===== src/rtl/cpu_mem_access_master_pkg.sv =====
// Shared definitions for the CPU-side memory access master.
// Holds the default widths, the default timeout and the FSM state encoding
// used by cpu_mem_access_master and its timeout counter.
package cpu_mem_access_master_pkg;

  localparam int DEF_ADDR_WIDTH = 8;
  localparam int DEF_DATA_WIDTH = 16;
  localparam int DEF_LEN_WIDTH  = 4;
  localparam int DEF_TO_WIDTH   = 8;
  localparam int DEF_TO_CYCLES  = 200;

  typedef enum logic [2:0] {
    ST_IDLE  = 3'd0,  // waiting for a host command
    ST_FETCH = 3'd1,  // waiting for the next write-data beat
    ST_REQ   = 3'd2,  // request outstanding at the controller
    ST_RSP   = 3'd3,  // read beat presented to the host
    ST_GAP   = 3'd4,  // mandatory low cycle on cpuMemReq between words
    ST_DONE  = 3'd5   // completion pulse
  } state_e;

endpackage


===== src/rtl/cpu_mem_access_master_timeout.sv =====
// cpu_mem_timeout_cnt: cycle counter that watches an outstanding request.
// Ports:
//   clk, rst  - core clock, synchronous active-high reset
//   clear     - force the count back to zero (has priority over enable)
//   enable    - count one cycle
//   expire    - high while enabled and the count has reached TO_CYCLES-1
module cpu_mem_timeout_cnt
  import cpu_mem_access_master_pkg::*;
#(
  parameter int TO_WIDTH  = DEF_TO_WIDTH,
  parameter int TO_CYCLES = DEF_TO_CYCLES
) (
  input  logic clk,
  input  logic rst,
  input  logic clear,
  input  logic enable,
  output logic expire
);

  logic [TO_WIDTH-1:0] cnt_q, cnt_d;

  // NOTE: every signal written in an always_comb gets a default on its first
  // line, so no path through the block leaves it unassigned (no latch).
  always_comb begin
    cnt_d = cnt_q;
    if (clear) begin
      cnt_d = '0;
    end else if (enable) begin
      cnt_d = cnt_q + TO_WIDTH'(1);
    end
  end

  // NOTE: state registers use non-blocking assignments only, so every flop
  // samples the pre-edge value of every other flop.
  always_ff @(posedge clk) begin
    if (rst) begin
      cnt_q <= '0;
    end else begin
      cnt_q <= cnt_d;
    end
  end

  assign expire = enable && (cnt_q == TO_WIDTH'(TO_CYCLES - 1));

endmodule


===== src/rtl/cpu_mem_access_master.sv =====
// cpu_mem_access_master: turns host block commands (start address + length)
// into single-word cpuMemReq/cpuMemAck transactions on the CPU-side port of a
// dual-port memory controller.
// Ports:
//   clockCore, resetCore           - core clock, synchronous active-high reset
//   cmdValid/cmdReady/cmdRd/cmdAddr/cmdLen
//                                  - host command; burst is cmdLen+1 words
//   wdValid/wdReady/wdData         - write-data beats from the host
//   rspValid/rspReady/rspData/rspLast
//                                  - read-data beats to the host
//   doneValid/doneErr              - completion pulse, doneErr = timeout abort
//   staleAck                       - sticky flag: ack with no request pending
//   cpuMemReq/Rd/Addr/WrData       - request side of the controller port
//   cpuMemAck/cpuMemRdData         - completion side of the controller port
module cpu_mem_access_master
  import cpu_mem_access_master_pkg::*;
#(
  parameter int ADDR_WIDTH = DEF_ADDR_WIDTH,
  parameter int DATA_WIDTH = DEF_DATA_WIDTH,
  parameter int LEN_WIDTH  = DEF_LEN_WIDTH,
  parameter int TO_WIDTH   = DEF_TO_WIDTH,
  parameter int TO_CYCLES  = DEF_TO_CYCLES
) (
  input  logic                  clockCore,
  input  logic                  resetCore,
  input  logic                  cmdValid,
  output logic                  cmdReady,
  input  logic                  cmdRd,
  input  logic [ADDR_WIDTH-1:0] cmdAddr,
  input  logic [LEN_WIDTH-1:0]  cmdLen,
  input  logic                  wdValid,
  output logic                  wdReady,
  input  logic [DATA_WIDTH-1:0] wdData,
  output logic                  rspValid,
  input  logic                  rspReady,
  output logic [DATA_WIDTH-1:0] rspData,
  output logic                  rspLast,
  output logic                  doneValid,
  output logic                  doneErr,
  output logic                  staleAck,
  output logic                  cpuMemReq,
  output logic                  cpuMemRd,
  output logic [ADDR_WIDTH-1:0] cpuMemAddr,
  output logic [DATA_WIDTH-1:0] cpuMemWrData,
  input  logic                  cpuMemAck,
  input  logic [DATA_WIDTH-1:0] cpuMemRdData
);

  state_e                state_q, state_d;
  logic                  rd_q, rd_d;
  logic [ADDR_WIDTH-1:0] addr_q, addr_d;
  logic [LEN_WIDTH-1:0]  beat_cnt_q, beat_cnt_d;
  logic [DATA_WIDTH-1:0] wr_data_q, wr_data_d;
  logic [DATA_WIDTH-1:0] rsp_data_q, rsp_data_d;
  logic                  err_q, err_d;
  logic                  stale_q, stale_d;

  logic to_clear, to_enable, to_expire;
  logic cmd_accept;

  // The counter only runs while a request is outstanding; an ack restarts it
  // so the next word gets a full timeout window.
  assign to_enable = (state_q == ST_REQ);
  assign to_clear  = (state_q != ST_REQ) || cpuMemAck;

  cpu_mem_timeout_cnt #(
    .TO_WIDTH  (TO_WIDTH),
    .TO_CYCLES (TO_CYCLES)
  ) u_timeout (
    .clk    (clockCore),
    .rst    (resetCore),
    .clear  (to_clear),
    .enable (to_enable),
    .expire (to_expire)
  );

  assign cmd_accept = cmdValid && cmdReady;

  always_comb begin
    state_d    = state_q;
    rd_d       = rd_q;
    addr_d     = addr_q;
    beat_cnt_d = beat_cnt_q;
    wr_data_d  = wr_data_q;
    rsp_data_d = rsp_data_q;
    err_d      = err_q;
    // Any ack that does not complete an outstanding request is flagged and
    // otherwise ignored.
    stale_d    = stale_q || (cpuMemAck && (state_q != ST_REQ));

    unique case (state_q)
      ST_IDLE: begin
        if (cmd_accept) begin
          rd_d       = cmdRd;
          addr_d     = cmdAddr;
          beat_cnt_d = cmdLen;
          err_d      = 1'b0;
          state_d    = cmdRd ? ST_REQ : ST_FETCH;
        end
      end
      ST_FETCH: begin
        if (wdValid) begin
          wr_data_d = wdData;
          state_d   = ST_REQ;
        end
      end
      ST_REQ: begin
        // Ack is checked first so an ack on the expiry cycle completes normally.
        if (cpuMemAck) begin
          if (rd_q) begin
            rsp_data_d = cpuMemRdData;
            state_d    = ST_RSP;
          end else begin
            state_d = ST_GAP;
          end
        end else if (to_expire) begin
          err_d   = 1'b1;
          state_d = ST_DONE;
        end
      end
      ST_RSP: begin
        if (rspReady) begin
          state_d = ST_GAP;
        end
      end
      ST_GAP: begin
        if (beat_cnt_q == '0) begin
          state_d = ST_DONE;
        end else begin
          addr_d     = addr_q + ADDR_WIDTH'(1);
          beat_cnt_d = beat_cnt_q - LEN_WIDTH'(1);
          state_d    = rd_q ? ST_REQ : ST_FETCH;
        end
      end
      ST_DONE: begin
        state_d = ST_IDLE;
      end
      default: begin
        state_d = ST_IDLE;
      end
    endcase
  end

  always_ff @(posedge clockCore) begin
    if (resetCore) begin
      state_q    <= ST_IDLE;
      rd_q       <= 1'b0;
      addr_q     <= '0;
      beat_cnt_q <= '0;
      wr_data_q  <= '0;
      rsp_data_q <= '0;
      err_q      <= 1'b0;
      stale_q    <= 1'b0;
    end else begin
      state_q    <= state_d;
      rd_q       <= rd_d;
      addr_q     <= addr_d;
      beat_cnt_q <= beat_cnt_d;
      wr_data_q  <= wr_data_d;
      rsp_data_q <= rsp_data_d;
      err_q      <= err_d;
      stale_q    <= stale_d;
    end
  end

  // cmdReady is masked during reset so every output reads 0 while resetCore
  // is held, and no command can be accepted on a reset edge.
  assign cmdReady     = (state_q == ST_IDLE) && !resetCore;
  assign wdReady      = (state_q == ST_FETCH);
  assign rspValid     = (state_q == ST_RSP);
  assign rspLast      = rspValid && (beat_cnt_q == '0);
  assign rspData      = rsp_data_q;
  assign doneValid    = (state_q == ST_DONE);
  assign doneErr      = doneValid && err_q;
  assign staleAck     = stale_q;
  // Request is decoded from the state register, so it is glitch-free and
  // drops in the cycle after the ack (or expiry).
  assign cpuMemReq    = (state_q == ST_REQ);
  assign cpuMemRd     = rd_q;
  assign cpuMemAddr   = addr_q;
  assign cpuMemWrData = wr_data_q;

endmodule


===== config.mk =====
export PLATFORM = sky130hd
export DESIGN_NAME = cpu_mem_access_master
export DESIGN_NICKNAME = d
export VERILOG_FILES = /design/src/rtl/cpu_mem_access_master_pkg.sv /design/src/rtl/cpu_mem_access_master_timeout.sv /design/src/rtl/cpu_mem_access_master.sv
export SDC_FILE = /design/constraint.sdc
export NUM_CORES = 1
export LEC_CHECK = 0
export ABC_AREA = 1
export CAP_MARGIN = 20
export CORE_MARGIN = 3
export CORE_UTILIZATION = 40
export CTS_BUF_LIST = sky130_fd_sc_hd__clkbuf_8
export DETAILED_ROUTE_END_ITERATION = 16
export GPL_TIMING_DRIVEN = 0
export PLACE_DENSITY = 0.78
export SLEW_MARGIN = 20
export SYNTH_ARGS = -nofsm -noshare
export SYNTH_HDL_FRONTEND = slang
export SYNTH_SLANG_ARGS = --single-unit

===== constraint.sdc =====
create_clock -name clockCore -period 2 [get_ports clockCore]
set_clock_uncertainty 0.05 [all_clocks]
set_input_delay 0.2 -clock clockCore [delete_from_list [all_inputs] [get_ports clockCore]]
set_output_delay 0.2 -clock clockCore [all_outputs]
set_load 0.05 [all_outputs]

==> results of run 1 <==
-- power groups by stage --
| stage | registers, uW | logic [uW] | clock network [uW] |
|---|---|---|---|
| 2_1_floorplan | 2200 | 1180 | 0 |
| 3_3_place_gp | 1620 | 2490 | 0 |
| 3_5_place_dp | 1630 | 2530 | 0 |
| 4_1_cts | 1610 | 2520 | 1090 |
| 5_1_grt | 1640 | 2720 | 1150 |
| 6_report | 1610 | 2500 | 1060 |
-- logic make-up (layout without fill, tap and decap cells) --
logic type                 Yosys count  count (layout)  share of synthesized area (%)
xor gates and xnor gates             1               1                          0.325
DFF                                 58              58                           43.0
and+or+nand+nor                    219             219                           34.7
AOI/OAI and AO/OA                   64              64                           12.5
adders and majority gates            3               3                           1.39
buffers and inverters               50             165                           8.07
-- cell usage after synthesis, drive strengths merged --
cell and count:
nand3b 1, nand3 24, nand2 76, a31oi 2
buf 8, nor2 106, dfxtp 58, clkbuf 4
ha 3, nor4 1, clkinv 1, nand4 1
o21ai 48, nor3b 1, xnor2 1, nor3 8
a21oi 13, inv 37, or2 1, o211ai 1
-- sequential cells by signal, indices dropped and copies added (netlist names) --
name,cells
beat_cnt_q,4
cpuMemAddr,8
cpuMemRd,1
cpuMemWrData,16
err_q,1
rspData,16
staleAck,1
state_q,3
u_timeout.cnt_q,8
-- per-layer routing --
layer | vias up | wire, um
li1 | 1481 | -
met1 | 1263 | 3160
met2 | 86 | 3260
met3 | 17 | 588
met4 | 0 | 151
met5 | - | 0
-- final timing paths --
path / slack (ps) / endpoint / cells after the start
max: 120 / cmdReady / 4
min: 390 / rspData[4]$_SDFFE_PP0P_ / 3
max reg2reg: 370 / beat_cnt_q[0]$_SDFFE_PP0P_ / 9
min reg2reg: 400 / u_timeout.cnt_q[0]$_SDFFE_PP0N_ / 1
-- metrics by stage --
stage / setup slack, ps / utilization, % / setup TNS, ps / hold WS [ps] / area (um^2)
2_1_floorplan: 80.6 / - / 0 / 219 / 2710
3_5_place_dp: -192 / 58.8 / -212 / 391 / 3800
3_3_place_gp: -142 / 58.8 / -146 / 382 / 3800
6_report: 116 / 61.5 / 0 / 391 / 3970
4_1_cts: 8.36 / 61.8 / 0 / 382 / 3990
5_1_grt: 15.2 / 61.5 / 0 / 395 / 3970
-- cell type report --
type	instances	area (um^2)	area share (%)
clock buffer	10	138	3.47
tap	77	96.3	2.43
buffer	12	73.8	1.86
inverter	38	144	3.62
multi-input combinational	287	1330	33.5
sequential	58	1160	29.2
timing repair buffer	99	970	24.4
clock inverter	6	57.6	1.45
-- worst max-delay path: cells and delay by family, from the launching register on --
kind,cells,cell delay (ps)
and+or+nand+nor,3,490
buffers and inverters,1,410
DFF,1,400
-- repair_timing --
action / CTS / global route
setup endpoints to repair: 7 / 4
gates resized for setup: 11 / 8
gates cloned: 0 / 0
pin swaps: 0 / 0
==> flow_metrics.env, run 1 <==
export IMPL_result_of_the_run="complete, no violations"
export IMPL_antenna_violating_nets_post_route=0
export IMPL_worst_setup_path_type="flip-flop to output port"
export IMPL_layout_commonest_cell="nor2_1"
export IMPL_cts_root_buf="clkbuf_8"
export IMPL_final_instance_count_excl_fill=587
export IMPL_global_route_usage_total_pct=19.2
export IMPL_die_area_um2=7770
export IMPL_vdd_ir_drop_max_mv=0.692
export IMPL_layout_cells_most_common_list="nor2_1, clkdlybuf4s50_1, nand2_1"
export IMPL_clock_fmax_mhz=531
export IMPL_latest_clock_arrival_within_the_worst_skew_pair_ps=330
export IMPL_cp_slowest_stage_delay_ps=410
export IMPL_finish_net_count=559
export IMPL_route_detailed_wl_per_inst_um=12.2
export IMPL_seqPwrFrac_pct=31.1
export IMPL_part_of_the_yosys_area_used_for_sequential_elements_pct=43.0
export IMPL_synth_area_top_cells="dfxtp_1, nor2_1, nand2_1"
export IMPL_grt_overflow=0
export IMPL_cts_htree_levels=3
export IMPL_post_synth_top_area_cell="dfxtp_1"
export IMPL_grt_met3_usage_pct=7.43
export IMPL_first_pass_grt_wire_length_um=11800
export IMPL_drt_first_pass_iters=4
export IMPL_p_per_area_nw_per_um2=1300
export IMPL_dp_final_hpwl_um=5300
export IMPL_area_growth_from_synthesis_to_layout_pct=47.1
export IMPL_post_cts_buffers=0
export IMPL_worst_path_max_fanout=7
export IMPL_power_net_switching_uw=2330
export IMPL_endpoint_arrival_time_on_the_critical_path_ps=1630
export IMPL_max_slew_violations=0
export IMPL_min_delay_start="cpuMemRdData[4]"
export IMPL_layout_worst_path_cycle_share_pct=94.2
export IMPL_slew_limit_headroom_pct=63.3
export IMPL_final_fill_count=589
export IMPL_synth_top_cell_area_share_pct=43.0
export IMPL_detailedRoute_firstIterationViolations=182
export IMPL_cp_start_kind="flip-flop"
export IMPL_crit_path_top_delay_cell="clkdlybuf4s15_2"
export IMPL_cts_buffer_depth=2
export IMPL_initial_core_util_pct=41.8
export IMPL_yosys_warnings=0
export IMPL_drv_max_cap_violation_count=0
export IMPL_syn_area_per_cell_um2=6.83
export IMPL_path_clk_slew_ps=70
export IMPL_antenna_violations_before_repair=0
export IMPL_gp_routability_congestion=0.850
export IMPL_hold_viol=0
export IMPL_vias_per_cell=4.85
export IMPL_cp_end_kind="output port"
export IMPL_die_width_um=88.1
export IMPL_critical_path_required_ps=1750
export IMPL_power_switching_share_pct=45.0
export IMPL_drt_wl_total_um=7150
export IMPL_yosys_cell_types_count=30
export IMPL_cts_tree="yes"
export IMPL_grt_pass1_vias=2673
export IMPL_pin_count=100
export IMPL_core_area_um2=6460
export IMPL_dieHeight_um=88.1
export IMPL_report_final_setup_viol=0
export IMPL_worst_hold_path_type="input pin to flip-flop"
export IMPL_p_comb_share_pct=48.4
export IMPL_worstMarginPinSlew_ps=549
export IMPL_synth_net_count=449
export IMPL_grtUsageMet1_pct=23.7
export IMPL_worstPathCellList="nor2_2 -> nand2_2 -> nor2_1 -> clkdlybuf4s15_2"
export IMPL_dp_cells=571
export IMPL_tritoncts_num_sinks=58
export IMPL_use_met2_pct=29.9
export IMPL_numPortBuffers=99
export IMPL_ys_ff_latch=58
export IMPL_number_of_buffers_inserted_during_clock_tree_synthesis=9
export IMPL_reg2reg_from="beat_cnt_q[0]$_SDFFE_PP0P_"
export IMPL_synth_area_um2=2700
export IMPL_drc_errors=0
export IMPL_grt_start_max_net_pins=11
export IMPL_grt_setup_unrepaired="false"
export IMPL_antenna_diode_count=0
export IMPL_post_layout_total_power_uw=5170
export IMPL_dr_total_vias=2847
export IMPL_min_period_ps=1880
export IMPL_ctsHoldBuffers=0
export IMPL_clockPowerShare_pct=20.6
export IMPL_postSynthCellCount=395
export IMPL_placementRows=29
export IMPL_static_leakage_power_uw=0.00176
export IMPL_gr_max_usage_layer="met2"
export IMPL_final_layout_size_suffix_gt1_share_pct=9.80
export IMPL_worstSetupStartpoint="state_q[1]$_SDFFE_PP0P_"
export IMPL_p_int_uw=2840
Note: power is estimated with default switching activity, not from simulation.
==> run 2: changes to the inputs <==
- HOLD_SLACK_MARGIN: not set -> 0.06
==> results of run 2 <==
No change in the layout: final DEF, timing and power equal those of run 1.
==> run 3: changes to the inputs <==
- SKIP_LAST_GASP: not set -> 1
- SLEW_MARGIN: 20 -> 0
==> run 3 against run 2 <==
Sequential cell count is the same. Total power is essentially flat. Clock power is essentially flat. Maximum frequency is the same. Register-to-register slack is essentially flat. Cell count is the same. Critical endpoint unchanged.
==> flow_metrics.env, run 3 (same netlist as run 1, synthesis figures left out) <==
export IMPL_cts_root_buf="clkbuf_8"
export IMPL_min_delay_start="cpuMemRdData[4]"
export IMPL_drc_errors=0
export IMPL_die_width_um=88.1
export IMPL_r2r_cells=9
export IMPL_antenna_violations_before_repair=0
export IMPL_worstMarginPinSlew_ps=549
export IMPL_worst_setup_path_type="flip-flop to output port"
export IMPL_antenna_violating_nets_post_route=0
export IMPL_core_area_um2=6460
export IMPL_numPortBuffers=99
export IMPL_cp_slowest_stage_delay_ps=410
export IMPL_finish_net_count=559
export IMPL_critical_path_required_ps=1750
export IMPL_min_path_cells=3
export IMPL_final_layout_size_suffix_gt1_share_pct=9.80
export IMPL_worst_hold_path_type="input pin to flip-flop"
export IMPL_report_final_setup_viol=0
export IMPL_area_growth_from_synthesis_to_layout_pct=47.1
export IMPL_gp_routability_congestion=0.850
export IMPL_r2r_end="beat_cnt_q[0]$_SDFFE_PP0P_"
export IMPL_final_fill_count=589
export IMPL_finish_utilization_pct=61.5
export IMPL_hold_viol=0
export IMPL_grt_setup_unrepaired="false"
export IMPL_final_instance_count_excl_fill=587
export IMPL_worst_path_max_fanout=7
export IMPL_drv_max_cap_violation_count=0
export IMPL_ctsHoldBuffers=0
export IMPL_cts_tree="yes"
export IMPL_vdd_ir_drop_max_mv=0.692
export IMPL_reg2reg_from="beat_cnt_q[0]$_SDFFE_PP0P_"
export IMPL_initial_core_util_pct=41.8
export IMPL_cp_num_buf_inv=1
export IMPL_dr_total_vias=2845
export IMPL_cts_htree_levels=3
export IMPL_crit_path_top_delay_cell="clkdlybuf4s15_2"
export IMPL_number_of_buffers_inserted_during_clock_tree_synthesis=9
export IMPL_post_cts_buffers=0
export IMPL_cp_end_kind="output port"
export IMPL_layout_worst_path_cycle_share_pct=94.2
export IMPL_critical_path_top_delay_family="simple AND/OR/NAND/NOR gates"
export IMPL_grt_overflow=0
export IMPL_dp_final_hpwl_um=5300
export IMPL_clock_fmax_mhz=531
export IMPL_p_per_area_nw_per_um2=1300
export IMPL_cts_buffer_depth=2
export IMPL_antenna_diode_count=0
export IMPL_tritoncts_num_sinks=58
export IMPL_die_area_um2=7770
export IMPL_min_period_ps=1880
export IMPL_vias_per_cell=4.85
export IMPL_dieHeight_um=88.1
export IMPL_reg2reg_slack_ps=370
export IMPL_detailedRoute_firstIterationViolations=182
export IMPL_layout_commonest_cell="nor2_1"
export IMPL_final_critical_path_setup_slack_ps=116
export IMPL_first_pass_grt_wire_length_um=11800
export IMPL_max_slew_violations=0
export IMPL_dp_cells=571
export IMPL_global_route_usage_total_pct=19.2
export IMPL_cp_start_kind="flip-flop"
export IMPL_slew_limit_headroom_pct=63.3
export IMPL_drt_first_pass_iters=4
export IMPL_grt_start_max_net_pins=11
export IMPL_placement_setup_worst_slack_ps=-192
export IMPL_path_clk_slew_ps=70
export IMPL_grt_pass1_vias=2676
export IMPL_worstPathCellList="nor2_2 -> nand2_2 -> nor2_1 -> clkdlybuf4s15_2"
export IMPL_min_to="rspData[4]$_SDFFE_PP0P_"
export IMPL_static_leakage_power_uw=0.00175
export IMPL_placementRows=29
export IMPL_result_of_the_run="complete, no violations"
export IMPL_endpoint_arrival_time_on_the_critical_path_ps=1630
export IMPL_route_detailed_wl_per_inst_um=12.2
export IMPL_drt_wl_total_um=7150
export IMPL_latest_clock_arrival_within_the_worst_skew_pair_ps=330
export IMPL_pin_count=100
export IMPL_layout_cells_most_common_list="nor2_1, clkdlybuf4s50_1, nand2_1"
export IMPL_fin_setup_tns_ps=0
## run 3: cell count changes in the layout (fill, tap and decap cells not counted)
cell      delta
buf_2        -1
clkbuf_2     +1
## run 3: what timing repair did
action / CTS / global route
setup endpoints to repair: 7 / 4
resized for setup: 9 / 8
pin swaps: 0 / 0
## run 3: stage by stage
stage / cell area, um^2 / power (uW) / hold slack [ps]
5_1_grt: 3970 / 5520 / 395
3_3_place_gp: 3800 / 4120 / 382
3_5_place_dp: 3800 / 4150 / 391
2_1_floorplan: 2710 / 3380 / 219
6_report: 3970 / 5170 / 391
4_1_cts: 3990 / 5210 / 382
## run 3: worst max path at each step
stage,from,endpoint,slack (ps),cells past startpoint
detailed placement,resetCore,cmdReady,-190,3
global placement,resetCore,cmdReady,-140,3
CTS,beat_cnt_q[0]$_SDFFE_PP0P_,rspLast,-90,5
finish,state_q[1]$_SDFFE_PP0P_,cmdReady,120,4
global route,state_q[1]$_SDFFE_PP0P_,cmdReady,20,4
floorplan,state_q[1]$_SDFFE_PP0P_,state_q[1]$_SDFFE_PP0P_,80,9
## run 3: cell type report
class | count | area, um^2 | area share, %
clock buffers | 10 | 138 | 3.47
well taps | 77 | 96.3 | 2.43
repair buffers | 99 | 970 | 24.4
flip-flops and latches | 58 | 1160 | 29.2
plain buffers | 12 | 73.8 | 1.86
inverters | 38 | 144 | 3.62
clock inverters | 6 | 57.6 | 1.45
multi-input cells | 287 | 1330 | 33.5
## run 3: where the power goes
part / leakage (uW) / internal (uW) / switching [uW]
Sequential: 0.000472 / 1400 / 201
Combinational: 0.00118 / 836 / 1660
Clock: 0.000107 / 600 / 464
## run 3: worst min-delay path: stages
cell	delay [ps]
clkdlybuf4s50_1	390
nor2_1	100
nor2_1	50
## run 3: layer usage
metal	share of wire (%)	vias to the layer above	track usage (%)	wire, um
li1	-	1481	-	-
met4	2.1	0	8.24	151
met1	44	1262	23.7	3170
met5	0	-	0	0
met2	45	85	29.9	3250
met3	8.1	17	7.53	577
==> variant 1 (flow settings as in run 1) <==
Change the package constant `DEF_DATA_WIDTH` from 16 to 24.
--- a/src/rtl/cpu_mem_access_master_pkg.sv
+++ b/src/rtl/cpu_mem_access_master_pkg.sv
@@ -4,7 +4,7 @@
 package cpu_mem_access_master_pkg;
 
   localparam int DEF_ADDR_WIDTH = 8;
-  localparam int DEF_DATA_WIDTH = 16;
+  localparam int DEF_DATA_WIDTH = 24;
   localparam int DEF_LEN_WIDTH  = 4;
   localparam int DEF_TO_WIDTH   = 8;
   localparam int DEF_TO_CYCLES  = 200;
Ports: changed (resized cpuMemRdData, cpuMemWrData, rspData and wdData); port bits go from 100 to 132. No check against the original RTL was run, so the function may have changed too.
==> variant 1 against run 1 <==
  * Routed wire length up 30%
  * Largest power group unchanged
  * Setup slack worse by 17 ps
  * Synthesized cell count up 18%
  * Combinational power up 13%
  * Power up 16%
  * Area after synthesis up 23%
  * Sequential cell count up 16
  * Core utilization up 1.0 points
  * Highest routed layer unchanged
  * First-iteration DRC count down 21%
  * Cell area up 24%
  * Register-to-register slack better by 20 ps
==> variant 1: results (changes against run 1) <==
Placement
  • Placer Congestion: 0.823 (-3.1%)
  • DP Worst Slack: -111 ps (+80.9 ps)
  • HPWL Detailed: 7080 um (+34%)
  • Placed Cells: 699 (+22%)
  • IO buf count: 130 (+31%)

Logic synthesis
  • Ranking of synthesized cells by area: dfxtp_1, nand2_1, nor2_1, nand3_1, o21ai_0
  • Ys async rst share: 0 (unchanged)
  • Synth cell count leaders: nand2_1, nor2_1, dfxtp_1
  • Seq/Total Area, Yosys: 0.447 (+0.0172)
  • Mean post-synth cell area: 7.09 um^2 (+3.8%)
  • Ys Warns: 0 (unchanged)
  • Distinct cell type count after synthesis: 32 (+6.7%)
  • Syn nets: 537 (+20%)

Clocking
  • Htree depth: 3 (unchanged)
  • CTS Buf Count: 9 (unchanged)
  • Clk slew on worst S/H paths: 90 ps (+20 ps)
  • Root buf cell: clkbuf_8
  • Clock latency on the worst-skew pair: 350 ps (+20 ps)
  • Longest Clk Path Bufs: 2 (unchanged)

Pwr
  • Lkg Pwr: 1.98 nW (+13%)
  • Peak supply drop: 0.639 mV (-7.7%)
  • Net Sw Power: 0.00268 W (+15%)

Global routing
  • First-pass GRT wire length: 15400 um (+31%)
  • Vias in the first global route: 3343 (+25%)
  • Remaining Overflow, GRT: 0 (unchanged)
  • Largest net degree at the start of global routing: 15 (+4)
  • Total GRT Usage: 0.196 (+0.00457)
  • Initial antenna violation count: 0 (unchanged)

Final layout
  • Layout cells sized above 1: 0.0962 (-0.00179)
  • Final net count: 678 (+21%)
  • Ant. Diodes: 0 (unchanged)

Worst setup path
  • FF-to-FF path depth: 10 (+1)
  • R2r endpoint: cpuMemAddr[4]
  • Reg2reg setup slack: 390 ps (+20 ps)
  • Worst setup path end: cmdReady
  • Crit-path max FO: 10 (+3)
  • Worst setup startpoint: state_q[1]
  • Crit path DAT: 1650 ps (+20 ps)
  • Reg2reg start: beat_cnt_q[0]

Drt
  • Via/cell ratio: 4.98 (+2.6%)
  • Iter 0 DRT Violations: 144 (-21%)
  • Drt pass-1 iters: 4 (unchanged)
  • Drt total wl: 9330 um (+30%)
  • Via count: 3559 (+25%)

Worst hold path
  • Hold Path Origin: resetCore
  • Hold Crit Class: in -> reg

Status
  • Status: completed

Timing
  • Period utilization: 0.950 (+0.00837)
  • Setup_tns: 0 ps (unchanged)
  • Tightest Pin Transition: 549 ps (+0.261 ps)
[variant 1: cell types whose count changed after synthesis, moves of 3 or more]
cell	run 1	this run
nand3_1	22	46
inv_1	31	25
buf_2	5	9
a21oi_2	0	3
a21oi_1	13	35
o21ai_0	42	36
dfxtp_1	58	74
nand2_1	73	95
clkbuf_1	4	8
nor2_1	100	88
[variant 1: worst max-delay path: stages (launching register included)]
cell and delay, ps:
dfxtp_1 310, buf_6 140, nor2_4 180, nand2_1 150, nor2_2 140, clkdlybuf4s15_2 390
[variant 1: what timing repair did]
item,4_1_cts,5_1_grt
gates cloned,0,0
buffers inserted,0,0
pin swaps,0,0
setup endpoints to repair,7,6
resized for setup,16,13
[variant 1: power groups by stage]
stage,Clock [W],Combinational (W),Sequential (W)
CTS,0.00125,0.00283,0.00196
floorplan,0,0.00128,0.00264
global placement,0,0.00281,0.00197
global route,0.00131,0.00306,0.00200
detailed placement,0,0.00284,0.00198
finish,0.00123,0.00282,0.00196
[variant 1: worst min path at each step]
stage / cells past startpoint / endpoint / slack [ps]
3_3_place_gp: 1 / u_timeout.cnt_q[0] / 380
5_1_grt: 4 / cpuMemRd / 340
4_1_cts: 4 / cpuMemRd / 280
2_1_floorplan: 2 / cpuMemWrData[0] / 280
6_report: 4 / cpuMemRd / 290
3_5_place_dp: 1 / u_timeout.cnt_q[0] / 390
[variant 1: layout make-up]
type	count	area, um^2
Buffer	23	131
Clock buffer	10	138
Clock inverter	6	72.6
Fill cell	708	2960
Inverter	30	118
Multi-Input combinational cell	340	1590
Sequential cell	74	1480
Tap cell	102	128
Timing Repair Buffer	130	1270
[variant 1: kinds of logic (layout without fill, tap and decap cells)]
kind of cell               count (synthesis)  in the layout  share of synthesized area
AOI/OAI and AO/OA                         82             82                      0.132
xor gates and xnor gates                   1              1                    0.00265
adders and majority gates                  3              3                     0.0113
buffers and inverters                     53            199                     0.0752
DFF                                       74             74                      0.447
and+or+nand+nor                          254            254                      0.332
[variant 1: stage by stage]
| stage | hold WS (ps) | cell area [um^2] |
|---|---|---|
| 2_1_floorplan | 285 | 3320 |
| 4_1_cts | 283 | 4950 |
| 6_report | 287 | 4930 |
| 5_1_grt | 344 | 4930 |
| 3_5_place_dp | 394 | 4750 |
| 3_3_place_gp | 382 | 4750 |
[variant 1: per-layer routing]
layer / track usage / vias up / wire length [um]
met5: 0 / - / 0
li1: - / 1801 / -
met2: 0.313 / 126 / 4270
met4: 0.0799 / 0 / 179
met3: 0.0771 / 14 / 922
met1: 0.237 / 1618 / 3960
==> variant 2 (flow settings as in run 1) <==
Made on the original files. Reset style: asynchronous (`resetCore` and `rst`), changed in 2 clocked blocks. Comments in the files are not updated.
--- a/src/rtl/cpu_mem_access_master_timeout.sv
+++ b/src/rtl/cpu_mem_access_master_timeout.sv
@@ -32,7 +32,7 @@
 
   // NOTE: state registers use non-blocking assignments only, so every flop
   // samples the pre-edge value of every other flop.
-  always_ff @(posedge clk) begin
+  always_ff @(posedge clk or posedge rst) begin
     if (rst) begin
       cnt_q <= '0;
     end else begin
--- a/src/rtl/cpu_mem_access_master.sv
+++ b/src/rtl/cpu_mem_access_master.sv
@@ -141,7 +141,7 @@
     endcase
   end
 
-  always_ff @(posedge clockCore) begin
+  always_ff @(posedge clockCore or posedge resetCore) begin
     if (resetCore) begin
       state_q    <= ST_IDLE;
       rd_q       <= 1'b0;
Function: differs if resetCore is asserted again (counterexample within 4 cycles, from zero or initial values and one cycle with resetCore high); with resetCore held inactive, the same outputs for 10 cycles.
==> variant 2 against run 1 <==
  * Power up 33%
  * Via count decreased by 0.53%
  * Synthesized cell count fell by 3.0%
  * Sequential cell count stayed put
  * Setup slack got worse by 3.5 ps
  * Area after synthesis grew 6.5%
  * Cell area rose by 5.6%
  * Routed wire length grew 1.3%
  * Critical path type unchanged
==> variant 2: results (changes against run 1) <==
Placement
  • Placed cell areas: 4010 um^2 (+5.5%)
  • DP Worst Slack: -700 ps (-508 ps)
  • HPWL Detailed: 5380 um (+1.6%)
  • Placer Congestion: 0.853 (+0.32%)
  • IO buf count: 98 (-1.0%)
  • Placed Cells: 578 (+1.2%)

Final layout
  • Design area: 4190 um^2 (+5.6%)
  • Final Instance Count excl. Fillers: 596 (+1.5%)
  • Final net count: 549 (-1.8%)
  • Fillers: 629 (+6.8%)
  • Layout cells sized above 1: 0.110 (+0.0120)

Pwr
  • Lkg Pwr: 2.08 nW (+18%)
  • Peak supply drop: 0.805 mV (+16%)

Drt
  • Via count: 2832 (-0.53%)
  • Wire length on met3: 506 um (-14%)
  • Wire per inst: 12.2 um (-0.27%)
  • Iter 0 DRT Violations: 89 (-51%)
  • Top sig layer: met4
  • Met2 WL: 3590 um (+10%)
  • Wl on met1: 3060 um (-2.9%)
  • Drt pass-1 iters: 4 (unchanged)

Clocking
  • Root buf cell: clkbuf_8
  • CTS Buf Count: 9 (unchanged)
  • Clk slew on worst S/H paths: 70 ps (about the same)
  • Htree depth: 3 (unchanged)
  • Longest Clk Path Bufs: 2 (unchanged)
  • Clock latency on the worst-skew pair: 320 ps

Worst setup path
  • Critical path's largest stage delay: 860 ps (+450 ps)
  • Reg2reg setup slack: 290 ps (-80 ps)
  • Crit-path slowest cell: clkdlybuf4s50_1
  • Crit-path max FO: 6 (-1)
  • Crit path DAT: 1640 ps
  • Kind of cell adding the most delay to the critical path: buffers and inverters
  • FF-to-FF path depth: 12 (+3)

Worst hold path
  • Hold depth: 3 (unchanged)
  • Hold Crit Class: in -> reg

Logic synthesis
  • Distinct cell type count after synthesis: 25 (-17%)
  • Ys async rst share: 1.00 (+1.00)
  • Synth cell count leaders: nand2_1, dfrtp_1, nand3_1
  • Synth Area in Adders: 0.0131 (-0.000848)
  • Syn nets: 437 (-2.7%)
  • Compound-gate portion of the synthesized area: 0.0457 (-0.0790)
  • Ranking of synthesized cells by area: dfrtp_1, nand2_1, nand3_1, nor2_1, inv_1
  • Cells after Synth: 383 (-3.0%)
  • Leading register cell type out of synthesis: dfrtp_1
  • Post-Synth XOR/XNOR Area: 0 (-0.00325)
  • Mux contribution to synthesized area: 0 (unchanged)
  • Seq/Total Area, Yosys: 0.505 (+0.0748)

Timing
  • Tightest Pin Transition: 836 ps (+287 ps)
  • Hold Slack: 260 ps (-131 ps)
  • Fmax: 530 MHz (-0.18%)

Global routing
  • Largest net degree at the start of global routing: 28 (+17)
  • Met3 usage: 0.0600 (-0.0143)
  • Total GRT Usage: 0.178 (-0.0138)
  • Met1 global-route usage: 0.201 (-0.0362)
  • Initial antenna violation count: 0 (unchanged)
  • First-pass GRT wire length: 12100 um (+2.7%)
  • GR Util met2: 0.311 (+0.0121)

Status
  • Status: completed
-- variant 2: changes by cell type after synthesis, moves of 13 or more --
cell / run 1 / this run
nand2_1: 73 / 178
o21ai_0: 42 / 14
dfrtp_1: 0 / 58
nor2_1: 100 / 31
nand3_1: 22 / 35
dfxtp_1: 58 / 0
-- variant 2: power breakdown --
group / switching [W] / internal (W) / leakage [nW] / total (W)
clock network: 0.000460 / 0.000482 / 0.0882 / 0.000942
logic: 0.00265 / 0.00129 / 1.25 / 0.00394
registers: 0.000365 / 0.00164 / 0.734 / 0.00200
total: 0.00348 / 0.00340 / 2.08 / 0.00688
-- variant 2: area by class of cell --
type                       instances  share of cell area
buffer                             9              0.0140
clock buffer                      10              0.0328
clock inverter                     6              0.0101
inverter                          33              0.0304
multi-input combinational        283               0.298
sequential                        58               0.346
tap                               96              0.0286
timing repair buffer             100               0.238
timing repair inverter             1             0.00119
-- variant 2: path summary, 6_finish.rpt --
| check | from | to |
|---|---|---|
| min in group asynchronous | resetCore | beat_cnt_q[3] |
| worst min register to register | u_timeout.cnt_q[0] | u_timeout.cnt_q[0] |
| worst max-delay path | cpuMemAddr[0] | cpuMemAddr[0] |
| worst min-delay path | wdValid | cpuMemWrData[1] |
| worst max register to register | beat_cnt_q[0] | beat_cnt_q[2] |
| max in group asynchronous | resetCore | rspData[15] |
-- variant 2: what timing repair did --
item	4_1_cts	5_1_grt
setup endpoints to repair	23	4
gates resized for setup	20	10
buffers inserted	1	0
endpoints found under the hold margin	0	0
gates cloned	1	0
-- variant 2: logic make-up (layout without fill, tap and decap cells) --
kind of cell | count (synthesis) | after routing
AOI/OAI and AO/OA | 22 | 22
and+or+nand+nor | 258 | 258
adders and majority gates | 3 | 3
DFF | 58 | 58
buffers and inverters | 42 | 159
